**src/rtl/ictc_irq_ctrl_regs.sv**
```systemverilog
// Interrupt enable/type/status/pending register bank for the ictc controller.
// Each channel is level or rising-edge; edge status is write-1-to-clear; irq is registered.
module ictc_irq_ctrl_regs #(
  parameter int          NUM_CH   = 8,
  parameter logic [11:0] IER_ADDR = 12'h14,
  parameter logic [11:0] ITR_ADDR = 12'h18,
  parameter logic [11:0] ISR_ADDR = 12'h1C,
  parameter logic [11:0] IPR_ADDR = 12'h20
) (
  input  logic              clk,
  input  logic              rst_n,
  input  logic [31:0]       wr_data,
  input  logic [11:0]       addr,
  input  logic              wr_en,
  input  logic [NUM_CH-1:0] int_src,
  output logic [31:0]       rd_data,
  output logic              irq
);

  logic [NUM_CH-1:0] ier_reg, itr_reg, isr_reg;
  logic [NUM_CH-1:0] s1_reg, s2_reg, prev_reg;
  logic [NUM_CH-1:0] isr_next;
  logic [NUM_CH-1:0] ipr;
  logic [NUM_CH-1:0] wr_bits;
  logic              irq_reg;
  logic              ier_wr, itr_wr, isr_wr;

  assign ier_wr  = wr_en && (addr == IER_ADDR);
  assign itr_wr  = wr_en && (addr == ITR_ADDR);
  assign isr_wr  = wr_en && (addr == ISR_ADDR);
  assign wr_bits = wr_data[NUM_CH-1:0];
  assign ipr     = isr_reg & ier_reg;
  assign irq     = irq_reg;

  // Data bits above the channel count are intentionally dropped.
  generate
    if (NUM_CH < 32) begin : g_unused_hi
      logic unused_wr_hi;
      assign unused_wr_hi = |wr_data[31:NUM_CH];
    end
  endgenerate

  // Per-channel status update. A type change wipes the status bit first;
  // on edge channels a fresh rising edge beats a simultaneous W1C.
  genvar gi;
  generate
    for (gi = 0; gi < NUM_CH; gi++) begin : g_ch
      logic type_chg;
      logic rise;
      assign type_chg = itr_wr && (wr_bits[gi] != itr_reg[gi]);
      assign rise     = s2_reg[gi] && !prev_reg[gi];
      assign isr_next[gi] = type_chg                    ? 1'b0 :
                            !itr_reg[gi]                ? s2_reg[gi] :
                            rise                        ? 1'b1 :
                            (isr_wr && wr_bits[gi])     ? 1'b0 :
                                                          isr_reg[gi];
    end
  endgenerate

  always_ff @(posedge clk or negedge rst_n) begin
    if (!rst_n) begin
      ier_reg  <= '0;
      itr_reg  <= '0;
      isr_reg  <= '0;
      s1_reg   <= '0;
      s2_reg   <= '0;
      prev_reg <= '0;
      irq_reg  <= 1'b0;
    end else begin
      s1_reg   <= int_src;
      s2_reg   <= s1_reg;
      prev_reg <= s2_reg;
      isr_reg  <= isr_next;
      irq_reg  <= |ipr;
      if (ier_wr) ier_reg <= wr_bits;
      if (itr_wr) itr_reg <= wr_bits;
    end
  end

  // Reads are side-effect free and forced to zero while reset is held.
  always_comb begin
    rd_data = '0;
    if (rst_n) begin
      case (addr)
        IER_ADDR: rd_data[NUM_CH-1:0] = ier_reg;
        ITR_ADDR: rd_data[NUM_CH-1:0] = itr_reg;
        ISR_ADDR: rd_data[NUM_CH-1:0] = isr_reg;
        IPR_ADDR: rd_data[NUM_CH-1:0] = ipr;
        default:  rd_data = '0;
      endcase
    end
  end

endmodule

```
**config.mk**
```make
export PLATFORM = sky130hd
export DESIGN_NAME = ictc_irq_ctrl_regs
export DESIGN_NICKNAME = d
export VERILOG_FILES = /design/src/rtl/ictc_irq_ctrl_regs.sv
export SDC_FILE = /design/constraint.sdc
export NUM_CORES = 1
export LEC_CHECK = 0
export ABC_AREA = 1
export BUFFER_PORTS_ARGS = -buffer_cell sky130_fd_sc_hd__buf_4
export CAP_MARGIN = 0
export CORE_MARGIN = 2
export CORE_UTILIZATION = 56
export CTS_BUF_LIST = sky130_fd_sc_hd__clkbuf_4
export DETAILED_ROUTE_END_ITERATION = 8
export PLACE_DENSITY_LB_ADDON = 0.25
export SLEW_MARGIN = 20
export SYNTH_ARGS = -nofsm -noshare
export SYNTH_HDL_FRONTEND = slang
export SYNTH_SLANG_ARGS = --single-unit
```
**constraint.sdc**
```tcl
create_clock -name clk -period 5.1 [get_ports clk]
set_clock_uncertainty 0.2 [all_clocks]
set_input_delay 1.275 -clock clk [delete_from_list [all_inputs] [get_ports clk]]
set_output_delay 1.275 -clock clk [all_outputs]
set_load 0.01 [all_outputs]
```
## Word level (Yosys, flattened, before mapping)

Index checks and enable logic that the tools add are counted.

- Output and inout port bits: 33
- Register bits after elaboration: 49
- Logic and storage cells: 105

- Multiplexer cells: 34
- Reduce and logical (&&, ||, !) cells: 36
- Eq/ne operators: 20
- Bitwise gates (word level): 1

Operators by type and width:

| kind | count |
|---|---|
| equality test 12 x 5 -> 1 bit, second input constant | 3 |
| two-way mux 1 bit | 32 |
| inequality test 4 x 1 -> 1 bit, second input constant | 8 |
| case mux 8 bit (4 select lines) | 1 |
| logical AND 1 bit | 27 |
| equality test 12 x 6 -> 1 bit, second input constant | 1 |
| AND 8 bit | 1 |
| logical NOT 1 bit | 8 |
| two-way mux 8 bit | 1 |
| inequality test 1 bit | 8 |
| OR reduction 8 bit | 1 |

## Depth between registers and ports, before layout

- Depth after elaboration: 7
- Mapped depth: 10
- Mapped depth without buffers: 10

## Worst setup path after synthesis

OpenSTA, ideal clock, no wires.

- Path type: input-to-output
- Start: input port addr[9]
- End: output port rd_data[4]
- Path buffers: 1
- Arrival time: 2.159 ns
- Setup slack: 1.466 ns
- Stages on the path: 8
- Cells stage by stage: nor2_4 > nand2_4 > nor2_4 > buf_6 > nand2_4 > nand4_2 > nand2_2 > nor2_1

- Cells in the longest elaborated chain, start to end: 3
- Elaborated cells on any way between the ends: 6
- Classes of those cells: eq/ne (4); mux (2)

Ends and longest elaborated chain:

| what | line | RTL |
|---|---|---|
| from (decl) | 13 | `input logic [11:0] addr,` |
| equality test 12 x 6 -> 1 bit or equality test 12 x 5 -> 1 bit (tied branches) | 84 | `case (addr)` |
| case mux 8 bit (4 select lines) (*) | 84 |  |
| two-way mux 8 bit (*) | 83 | `if (rst_n) begin` |
| to (decl) | 16 | `output logic [31:0] rd_data,` |

Every way passes the cells marked *; elsewhere a longest branch is shown, timed or not.

## Final worst setup path

- Start: input port addr[1]
- End: output port rd_data[0]

Same word-level chain as after synthesis.

==> reports/qor.csv <==
stage,metric,value,unit
place,placed insts,398,
clock_network,CTS resizes,0,
power_and_ir_drop,Pleak,1.50,nW
sta,RSZ-0062 raised after global routing,false,
clock_network,CTS Buf Count,5,
clock_network,CTS Root Cell,clkbuf_4,
drt,DRT Pass-1 Iters,4,
hold_path,Min-Delay Path Depth,0,
logic_synthesis,post-synthesis sequential area ratio,47.0,%
grt,total grt overflow,0,
logic_synthesis,mean post-synth cell area,8.35,sq um
logic_synthesis,Ys Warns,0,
clock_network,clock sink count,49,
power_and_ir_drop,Internal,0.000530,W
floorplanning,Core Area,0.00441,sq mm
critical_path,"Data required, critical path",3.62,ns
hold_path,Hold WC Path Type,reg -> reg,
logic_synthesis,Synth cell types,23,
clock_network,clk_lat worst skew,0.35,ns
sta,Fin. Hold Viols,0,
grt,first-pass GRT wire length,8.55,mm
critical_path,WP data arrival,2.68,ns
floorplanning,# IOs,88,
critical_path,reg-to-reg startpoint,ier_reg[5]$_DFFE_PN0P_,
clock_network,hold buffers post-CTS,0,
finish,Final Non-Filler Cells,406,
critical_path,max incr delay on CP,0.50,ns
drt,Antenna Violating Nets Remaining,0,
finish,# diodes,0,
place,final weighted congestion in routability-driven placement,0.826,
sta,Worst-Margin Slew,0.604,ns
sta,Peak Freq,0.241,GHz
finish,"leading cell type in the layout, fill and taps excluded",nand2_1,
sta,min Tclk post-route,4.15,ns
drt,Vias/cell,5.25,
floorplanning,die boundary height,72.2,um
sta,Slew HR,59.7,%
clock_network,clock-pin slew on the worst setup and hold paths,0.13,ns
finish,area grow syn2layout,12.0,%
power_and_ir_drop,Clock power frac,31.6,%
drt,final WL,5.27,mm
clock_network,Max Root-Sink Buffers,2,
critical_path,critical path class,in -> out,
power_and_ir_drop,PwrDens,240,mW/mm^2
sta,setup TNS,0,ns
critical_path,crit start category,input pin,
critical_path,critical-path cell list,buf_4 -> nor2_4 -> nand3_2 -> nor2_2 -> nand2_1 -> o21ai_1 -> nor2_1 -> nor2_1 -> buf_4,
sta,Final Max Tran Viols,0,
drt,routed vias,2130,
logic_synthesis,Yosys reg bits,49,
hold_path,destination of the worst hold path,s2_reg[1]$_DFF_PN0_,
sta,Final period util,81.4,%
drt,DR WL/cell,13.0,um
floorplanning,FP Rows,24,
power_and_ir_drop,part of the power in combinational logic,9.6,%
place,dpl hpwl,3.65,mm
clock_network,Post-CTS Setup Inserts,0,
power_and_ir_drop,Sw Pwr,0.000171,W
sta,"Setup violations, final",0,
logic_synthesis,post-synthesis instance area,0.00261,sq mm
status,status,"complete, no violations",
critical_path,crit path max fanout,12,
floorplanning,full die area,0.00522,sq mm
finish,layout cells sized above 1,23.2,%
clock_network,H-tree levels,2,
finish,post-route cell area,0.00292,sq mm
grt,largest net degree at the start of global routing,50,
power_and_ir_drop,sequential power share,58.8,%
critical_path,register-to-register setup slack,3.80,ns
place,IO buf count,39,
power_and_ir_drop,Worst IR Drop VDD,0.189,mV
logic_synthesis,Syn Inst Count,312,
power_and_ir_drop,Net Sw Frac,24.4,%
finish,most frequent cells in the layout,"nand2_1 (95), dfrtp_1 (49), buf_4 (40), nand3_1 (30), conb_1 (24)",
critical_path,Reg2Reg Depth,4,
grt,vias in the first global route,1857,
critical_path,crit path max-delay cell type,nor2_2,
hold_path,hold wc startpoint,s1_reg[1]$_DFF_PN0_,
floorplanning,Initial Utilization,59.0,%
finish,nets,408,
floorplanning,Die X,72.2,um
grt,Global Route Usage Sum,21.6,%
flow_run,number of max-cap violations,0,
drt,1st-iter DRT viols,149,
clock_network,TritonCTS clock tree,done,
critical_path,worst reg2reg path endpoint,irq$_DFF_PN0_,
critical_path,CP endpoint kind,primary output,
place,placed cell areas,0.00284,sq mm
drt,drt drc,0,
grt,initial antenna violation count,0,
-- cell usage after synthesis --
master / count / area share [%]
nor2_2: 3 / 0.72
o21ai_1: 1 / 0.19
nand2_1: 95 / 14
nand3_1: 30 / 5.8
buf_4: 25 / 7.2
inv_2: 5 / 0.72
buf_1: 1 / 0.14
buf_6: 2 / 0.86
o21ai_2: 8 / 2.7
conb_1: 1 / 0.14
a221oi_1: 1 / 0.34
inv_1: 19 / 2.7
nand3_2: 3 / 1.2
dfrtp_1: 49 / 47
nor2_4: 10 / 4.3
nand2_2: 3 / 0.72
a21oi_1: 12 / 2.3
nand4_2: 1 / 0.48
nand2_4: 2 / 0.86
buf_2: 1 / 0.19
nand4_1: 13 / 3.1
nor2_1: 22 / 3.2
a21boi_0: 5 / 1.4
-- power by group through the flow --
stage	Clock [W]	Combinational [W]	Sequential (W)
6_report	0.000221	0.0000674	0.000412
5_1_grt	0.000247	0.0000761	0.000414
4_1_cts	0.000228	0.0000676	0.000412
3_5_place_dp	0	0.0000673	0.000419
3_3_place_gp	0	0.0000664	0.000418
2_1_floorplan	0	0.0000469	0.000417
-- logic make-up (layout without fill, tap and decap cells) --
family,count (synthesis),in the layout,synth area share (%)
flops,49,49,47.0
other cells,1,24,0.144
simple gates,182,182,34.0
compound gates,27,27,6.96
buf+inv,53,72,11.9
-- area by class of cell --
cell class | count | area [sq um]
Clock buffer | 5 | 37.5
Fill cell | 374 | 1500
Inverter | 24 | 90.1
Timing Repair Buffer | 40 | 300
Sequential cell | 49 | 1230
Multi-Input combinational cell | 233 | 1160
Clock inverter | 3 | 41.3
Tap cell | 52 | 65.1
-- routing by layer --
metal | vias up | part of all wire, % | GRT usage [%]
li1 | 1041 | - | -
met1 | 986 | 42 | 29.6
met2 | 96 | 47 | 34.4
met3 | 7 | 9.2 | 4.44
met4 | 0 | 1.3 | 7.76
met5 | - | 0 | 0
-- worst max path at each step --
stage,start,to,cells after the start
after global placement,addr[7],rd_data[0],9
after detailed placement,addr[7],rd_data[0],9
after floorplan,addr[9],rd_data[4],8
after CTS,addr[7],rd_data[0],9
after global routing,addr[7],rd_data[2],9
final,addr[1],rd_data[0],9
-- stage by stage --
stage	worst slack [ns]	hold WS (ns)	utilization, %	total power [W]
final	0.947	0.164	66.1	0.000700
after global routing	0.888	0.173	66.1	0.000736
after CTS	0.970	0.168	66.1	0.000707
after floorplan	1.47	0.131	-	0.000463
after global placement	0.969	0.132	64.3	0.000485
after detailed placement	0.967	0.136	64.3	0.000486
-- critical path: cells and delay by family --
kind                   cells  cell delay (ns)
AND/OR/NAND/NOR            6             1.04
buffers and inverters      2             0.26
AO/OA/AOI/OAI              1             0.10
(Power assumes the default switching activity.)
